==> config.mk <==
export PLATFORM = sky130hd
export DESIGN_NAME = load_store_unit
export DESIGN_NICKNAME = d
export VERILOG_FILES = /design/src/rtl/load_store_unit.sv
export SDC_FILE = /design/constraint.sdc
export NUM_CORES = 1
export LEC_CHECK = 0
export ABC_CLOCK_PERIOD_IN_PS = 2200
export CORE_MARGIN = 4
export CORE_UTILIZATION = 47
export CTS_CLUSTER_SIZE = 20
export DETAILED_ROUTE_END_ITERATION = 8
export GPL_TIMING_DRIVEN = 0
export HOLD_SLACK_MARGIN = 0.08
export PLACE_DENSITY = 0.78
export SLEW_MARGIN = 20
export SYNTH_ARGS = -nofsm -noshare
export SYNTH_HDL_FRONTEND = slang
export SYNTH_SLANG_ARGS = --single-unit
==> constraint.sdc <==
create_clock -name CLK -period 2.2 [get_ports CLK]
set_input_delay 0.22 -clock CLK [delete_from_list [all_inputs] [get_ports CLK]]
set_output_delay 0.22 -clock CLK [all_outputs]
set_load 0.005 [all_outputs]
==> src/rtl/load_store_unit.sv <==
// rtl/load_store_unit.sv - RISC-V load/store initiator for a single-port data memory
// Sub-word stores are done as read-modify-write; loads are lane-extracted and extended.
module load_store_unit #(
  parameter int DEPTH_LOG2 = 10
) (
  input  logic                  CLK,
  input  logic                  RST_N,
  input  logic                  req_valid,
  output logic                  req_ready,
  input  logic                  req_we,
  input  logic [2:0]            req_funct3,
  input  logic [31:0]           req_addr,
  input  logic [31:0]           req_wdata,
  output logic                  resp_valid,
  output logic [31:0]           resp_rdata,
  output logic                  resp_err,
  output logic [DEPTH_LOG2-1:0] MEM_A,
  output logic [31:0]           MEM_WD,
  output logic                  MEM_WE,
  input  logic [31:0]           MEM_RD
);
  localparam int AW = DEPTH_LOG2 + 2;

  typedef enum logic [1:0] {IDLE, RD, WR, DONE} state_t;
  state_t state, state_next;

  logic [AW-1:0] addr_q;
  logic [2:0]    funct3_q;
  logic          we_q;
  logic [31:0]   wdata_q;
  logic [31:0]   word_q;

  logic          accept;
  logic          funct3_bad, misaligned, out_of_range, req_err;
  logic [4:0]    lane_shift;
  logic [31:0]   lane_word;
  logic [7:0]    lane_byte;
  logic [15:0]   lane_half;
  logic [31:0]   load_val;
  logic [31:0]   merge_val;

  assign accept = (state == IDLE) && req_valid;

  always_comb begin
    funct3_bad = 1'b0;
    case (req_funct3)
      3'b011, 3'b110, 3'b111: funct3_bad = 1'b1;
      3'b100, 3'b101:         funct3_bad = req_we;
      default:                funct3_bad = 1'b0;
    endcase
  end

  // funct3[1:0]==01 covers both H and HU
  assign misaligned   = ((req_funct3[1:0] == 2'b01) && req_addr[0]) ||
                        ((req_funct3 == 3'b010) && (req_addr[1:0] != 2'b00));
  assign out_of_range = |req_addr[31:AW];
  assign req_err      = funct3_bad || misaligned || out_of_range;

  always_ff @(posedge CLK) begin
    if (!RST_N) state <= IDLE;
    else        state <= state_next;
  end

  always_comb begin
    state_next = state;
    case (state)
      IDLE: begin
        if (req_valid) begin
          if (req_err)                            state_next = DONE;
          else if (req_we && req_funct3 == 3'b010) state_next = WR;
          else                                    state_next = RD;
        end
      end
      RD:      state_next = we_q ? WR : DONE;
      WR:      state_next = DONE;
      default: state_next = IDLE;
    endcase
  end

  // MEM_WE is gated by RST_N so a reset landing in WR suppresses that edge's write
  always_comb begin
    req_ready = (state == IDLE);
    MEM_A     = '0;
    MEM_WD    = '0;
    MEM_WE    = 1'b0;
    case (state)
      RD: MEM_A = addr_q[AW-1:2];
      WR: begin
        MEM_A  = addr_q[AW-1:2];
        MEM_WD = merge_val;
        MEM_WE = RST_N;
      end
      default: ;
    endcase
  end

  assign lane_shift = {addr_q[1:0], 3'b000};
  assign lane_word  = MEM_RD >> lane_shift;
  assign lane_byte  = lane_word[7:0];
  assign lane_half  = addr_q[1] ? MEM_RD[31:16] : MEM_RD[15:0];

  always_comb begin
    case (funct3_q[1:0])
      2'b00:   load_val = {{24{~funct3_q[2] & lane_byte[7]}}, lane_byte};
      2'b01:   load_val = {{16{~funct3_q[2] & lane_half[15]}}, lane_half};
      default: load_val = MEM_RD;
    endcase
  end

  always_comb begin
    case (funct3_q[1:0])
      2'b00:   merge_val = (word_q & ~(32'h0000_00FF << lane_shift)) |
                           ({24'h0, wdata_q[7:0]} << lane_shift);
      2'b01:   merge_val = addr_q[1] ? {wdata_q[15:0], word_q[15:0]}
                                     : {word_q[31:16], wdata_q[15:0]};
      default: merge_val = wdata_q;
    endcase
  end

  always_ff @(posedge CLK) begin
    if (!RST_N) begin
      addr_q     <= '0;
      funct3_q   <= '0;
      we_q       <= 1'b0;
      wdata_q    <= '0;
      word_q     <= '0;
      resp_valid <= 1'b0;
      resp_err   <= 1'b0;
      resp_rdata <= '0;
    end else begin
      if (accept) begin
        addr_q   <= req_addr[AW-1:0];
        funct3_q <= req_funct3;
        we_q     <= req_we;
        wdata_q  <= req_wdata;
      end
      if (state == RD) word_q <= MEM_RD;
      resp_valid <= (state_next == DONE);
      resp_err   <= accept && req_err;
      resp_rdata <= (state == RD && !we_q) ? load_val : '0;
    end
  end

endmodule

# Word-level counts from Yosys, hierarchy flattened
# Index checks and enable logic that the tools add are counted.
# W data, S select, Z words.
# op_classes
n_mux,13
eq_ne,11
n_shift,3
n_reduce_logical,18
bitwise,6
# op_table
op,n
$pmux W32 S2,2
$mux W32,2
$and A32 B32 Y32,1
$not A32 Y32,1
$or A32 B32 Y32,1
$shl A8 B5 Y32,1
$shl A8 B5 Y32 const A,1
$shr A32 B5 Y8,1
$reduce_or A20 Y1,1
$mux W16,1
$eq A3 B3 Y1 const B,4
$mux W10,1
$eq A2 B1 Y1 const B,3
$eq A3 B2 Y1 const B,2
$logic_and A1 B1 Y1,6
$mux W2,3
$pmux W2 S3,1
$eq A2 B2 Y1 const B,2
$logic_not A2 Y1,2
$reduce_or A2 Y1,2
$logic_or A1 B1 Y1,3
$reduce_or A3 Y1,1
$and A1 B1 Y1,2
$mux W1,2
5 further kinds,5
# totals
output_inout_bits,78
ff_bits,116

# Longest topological paths before layout
# logic_depth
depth_word,9
ltp_mapped,8

# Worst setup path after synthesis
# No wires, ideal clock.
# synth_timing
path_kind,register to register
startpoint,register state[0]
endpoint,register wdata_q[10]
path_slack_ns,0.620
synth_period_minus_slack_ns,1.580
required_ns,2.124
setup_ns,0.076
arrival_ns,1.505
stages_incl_launch_ff,8
cell_sequence,dfxtp_1 -> inv_1 -> ha_1 -> nand2_1 -> clkbuf_1 -> clkbuf_1 -> nand2_1 -> a21boi_0
# synth_via
elab_chain_cells,2
# synth_lines
item,line_no,rtl
start: declaration,25,"state_t state, state_next;"
start signal: assignment,61,else state <= state_next;
$logic_not A2 Y1,-,
net req_ready,9,"output logic req_ready,"
$logic_and A1 B1 Y1,42,assign accept = (state == IDLE) && req_valid;
end signal: assignment,135,wdata_q <= req_wdata;
end: declaration,30,logic [31:0] wdata_q;
# The timed path passes the listed nets, and every way through them passes these cells.
# A chain may end at the register's enable or synchronous reset.

# Final worst setup path
# layout_timing
startpoint,register funct3_q[0]
endpoint,output MEM_WD[10]
# layout_via
elab_chain_cells,3
elab_cells_between_ends,4
cone_classes,1 x eq/ne; 2 x mux; 1 x reduce/logical
# layout_lines
item,line_no,rtl
start: declaration,28,logic [2:0] funct3_q;
start signal: assignment,133,funct3_q <= req_funct3;
$eq A2 B1 Y1 / $logic_not A2 Y1 (equally long branches),111,case (funct3_q[1:0])
$pmux W32 S2 *,111,
$mux W32 *,86,case (state)
end: declaration,18,"output logic [31:0] MEM_WD,"
# Every way passes the cells marked *; elsewhere a longest branch is shown, timed or not.

==> impl_results.md <==
- Status: complete, but fails checks
- Failing checks: setup timing
- Final instance area: 8760 um2
- Data arrival, critical path: about 2.0 ns
- Post-route antenna net violation count: 0
- Bufs and invs on worst path: 5
- Clock-pin slew on the worst setup and hold paths: around 0.050 ns
- Synthesized area per cell: between 8 and 9 um2
- DIE AREA: between 10000 and 15000 um2
- Max-Cap Viols: 0
- Setup CP Type: register to output pin
- Sink Count: ~120
- CTS tree: done
- Met3 Use GR: 0.101
- Final setup viols: 4
- CP dominant cell by count: buf_6
- Residual DRC: 0
- Vias in the first global route: approximately 6100
- Hold buffers post-CTS: 0
- Width of the die: around 120 um
- Final worst slack: -0.0388 ns
- Cts bufs inserted: 17
- Largest net degree at the start of global routing: 20
- Final period util: 1.02
- Detailed Place HPWL: 15.3 mm
- Slew HR: 0.597
- N_diodes: 0
- Drt wl/cell: approximately 19 um
- Synthesis-to-finish area growth: 55.5%
- Synth Instances: ~670
- Crit end category: output pin
- Clk buf depth: 2
- Layout cells sized above 1: 0.170
- GRT busiest layer: met2
- Worst path cell trace: buf_6 > or2_4 > buf_6 > a21oi_4 > buf_6 > buf_6 > a22o_1 > o21a_1 > buf_2
- Total track usage: 0.288
- Core Box Area: approximately 12000 um2
- PwrDens: approximately 1100 nW/um2
- Worst vdd ir: around 530 uV
- Family with the most delay on the worst path: buffers and inverters
- Grt met2 use: 0.474
- Clock Latency Late Sink: between 0.4 and 0.5 ns
- Min Tclk post-route: about 2.2 ns
- Initial Util: 0.487
- DP Area: approximately 7600 um2
- Grt met1 use: 0.335
- Cell variety after synth: 45
- Synthesized cell area: 5630 um2
- DR vias: 5951
- Rows: 39
- Critical path launch point type: register
- Total Power: roughly 0.0093 W
- Global-route wire length before repair: about 32 mm
- Max Freq: between 400 and 500 MHz
- Slowest cell on crit path: dfxtp_2
- Leakage power: approximately 3.3 nW
- Syn_nets: between 700 and 800
- Slew Viols, Final: 0
- Yosys warns: 0
- Register area share after synthesis: 0.413
- WHS: roughly 0.36 ns
- Worst-Margin Slew: between 0.6 and 0.7 ns
- Drt total wl: between 20 and 25 mm
- Ports: around 180
- Initial antenna violation count: 0
- Die Ht: 117 um
- Number of DRC markers in iteration 0: between 500 and 600
- Yosys top cell area share: 0.413
- Synth top area cells: dfxtp_1, nand2_1, a21boi_0, mux2i_1, nor2b_1
- Hold Path Class: input port to register
- Yosys reg bits: about 120
- GRT overflow: 0
- H-tree Lvls: 4
- Fin. Hold Viols: 0
- TritonRoute pass-1 iters: 6
- Worst Path Max Fanout: 5
- CP required: ~2.0 ns
- Root buffer cell: clkbuf_16
- Cell taking the most area after synthesis: dfxtp_1
- Gp weighted congestion: a little over 0.9
- Worst clock skew: 0.00724 ns
- Slowest stage delay, CP: 0.33 ns
- DR vias/cell: between 5 and 6
- RSZ-0062 raised after global routing: yes
- R2R Setup Slk: approximately 0.22 ns
- Setup TNS: -0.107 ns
- Nets: slightly above 1000
- Buffers on Ports: 180
worst reg2reg max path: stages, from the launching register on:
cell	delay, ns
dfxtp_2	0.38
inv_1	0.10
ha_1	0.18
buf_2	0.16
nor2b_1	0.16
nand2_1	0.39
clkbuf_1	0.39
a21oi_1	0.10
metal layers:
layer	vias up	routed length, um
met5	-	0
met1	2728	8100
met2	353	9360
met4	0	860
met3	73	1960
li1	2797	-
final timing paths:
kind	cells after the start	end	from
max	9	MEM_WD[10]	funct3_q[0]$_SDFFE_PN0P_
min	3	addr_q[10]$_SDFFE_PN0P_	req_addr[10]
max reg2reg	7	resp_rdata[26]$_SDFF_PN0_	state[1]$_SDFF_PN0_
min reg2reg	2	addr_q[6]$_SDFFE_PN0P_	addr_q[6]$_SDFFE_PN0P_
area by class of cell:
cell class | count | area, um2
Timing Repair Buffer | 212 | 1980
Inverter | 6 | 35.0
Buffer | 52 | 363
Sequential cell | 116 | 2330
Fill cell | 868 | 2810
Clock buffer | 23 | 478
Clock inverter | 9 | 198
Tap cell | 143 | 179
Multi-Input combinational cell | 496 | 3190
registers in the layout (all words and copies together) (netlist names):
signal      count
resp_rdata     32
we_q            1
resp_err        1
addr_q         12
state           2
resp_valid      1
funct3_q        3
wdata_q        32
word_q         32
cell families (layout without fill, tap and decap cells):
kind of cell,count (synthesis),count (layout),share of synthesized area
buffers and inverters,62,302,0.0511
AOI/OAI and AO/OA,170,170,0.225
DFF,116,116,0.413
muxes,41,41,0.0773
and+or+nand+nor,281,281,0.225
adders and majority gates,4,4,0.00889
cells in the mapped netlist, drive strengths merged:
cell type	instances
a21o	1
nand3b	7
buf	23
and4	1
a211oi	7
o21ai	11
a21boi	57
a2111oi	1
a31oi	3
nor3	1
o41ai	1
nand3	17
inv	5
mux2i	39
o31a	7
nor2	30
clkbuf	33
ha	4
nand2	164
a221oi	9
clkinv	1
a22oi	2
or2	1
and2	13
nor4	5
o221a	7
a21oi	27
a22o	7
nor2b	37
a41o	1
nand4	1
mux4	2
o2bb2ai	1
o31ai	1
dfxtp	116
a311oi	10
and3	1
o21a	8
o22ai	9
nand2b	3
power by group:
| group | internal [W] | leakage, nW | switching (W) | total (W) |
|---|---|---|---|---|
| logic | 0.00165 | 2.00 | 0.00173 | 0.00337 |
| registers | 0.00251 | 0.948 | 0.000311 | 0.00282 |
| clock network | 0.00221 | 0.327 | 0.000934 | 0.00314 |
cells in the final DEF, fill, tap and decap left out, types with 5 or more instances in the layout:
cell,count
o22ai_1,9
clkbuf_8,5
clkbuf_1,22
clkbuf_16,17
buf_4,29
a221oi_2,5
o31a_1,7
o21ai_0,5
mux2i_1,39
o21a_1,8
buf_2,15
nor2_1,30
clkbuf_2,11
and2_1,13
a21boi_0,49
bufinv_16,6
buf_6,18
clkdlybuf4s50_1,148
dlygate4sd2_1,15
a21oi_1,23
o221a_2,7
nor2b_1,35
dfxtp_1,112
nand2_1,163
a311oi_2,6
nand3_1,17
a21boi_1,7
nand3b_1,7
a211oi_1,7
a22o_1,7
nor4_1,5
what timing repair did:
action                     in CTS  in global routing
hold endpoints to repair        0                  0
buffers inserted               19                 15
pin swaps                      16                 20
cloned                          0                  0
setup endpoints to repair      43                 31
resized for setup             128                 56
per-stage QoR:
| stage | std cells | setup slack, ns | util |
|---|---|---|---|
| 2_1_floorplan | 674 | 0.620 | - |
| 3_3_place_gp | 997 | -0.421 | 0.658 |
| 3_5_place_dp | 997 | -0.440 | 0.658 |
| 4_1_cts | 1044 | -0.179 | 0.746 |
| 5_1_grt | 1057 | -0.113 | 0.757 |
| 6_report | 1057 | -0.0388 | 0.757 |
No activity file was read; power rests on OpenSTA's default activity.
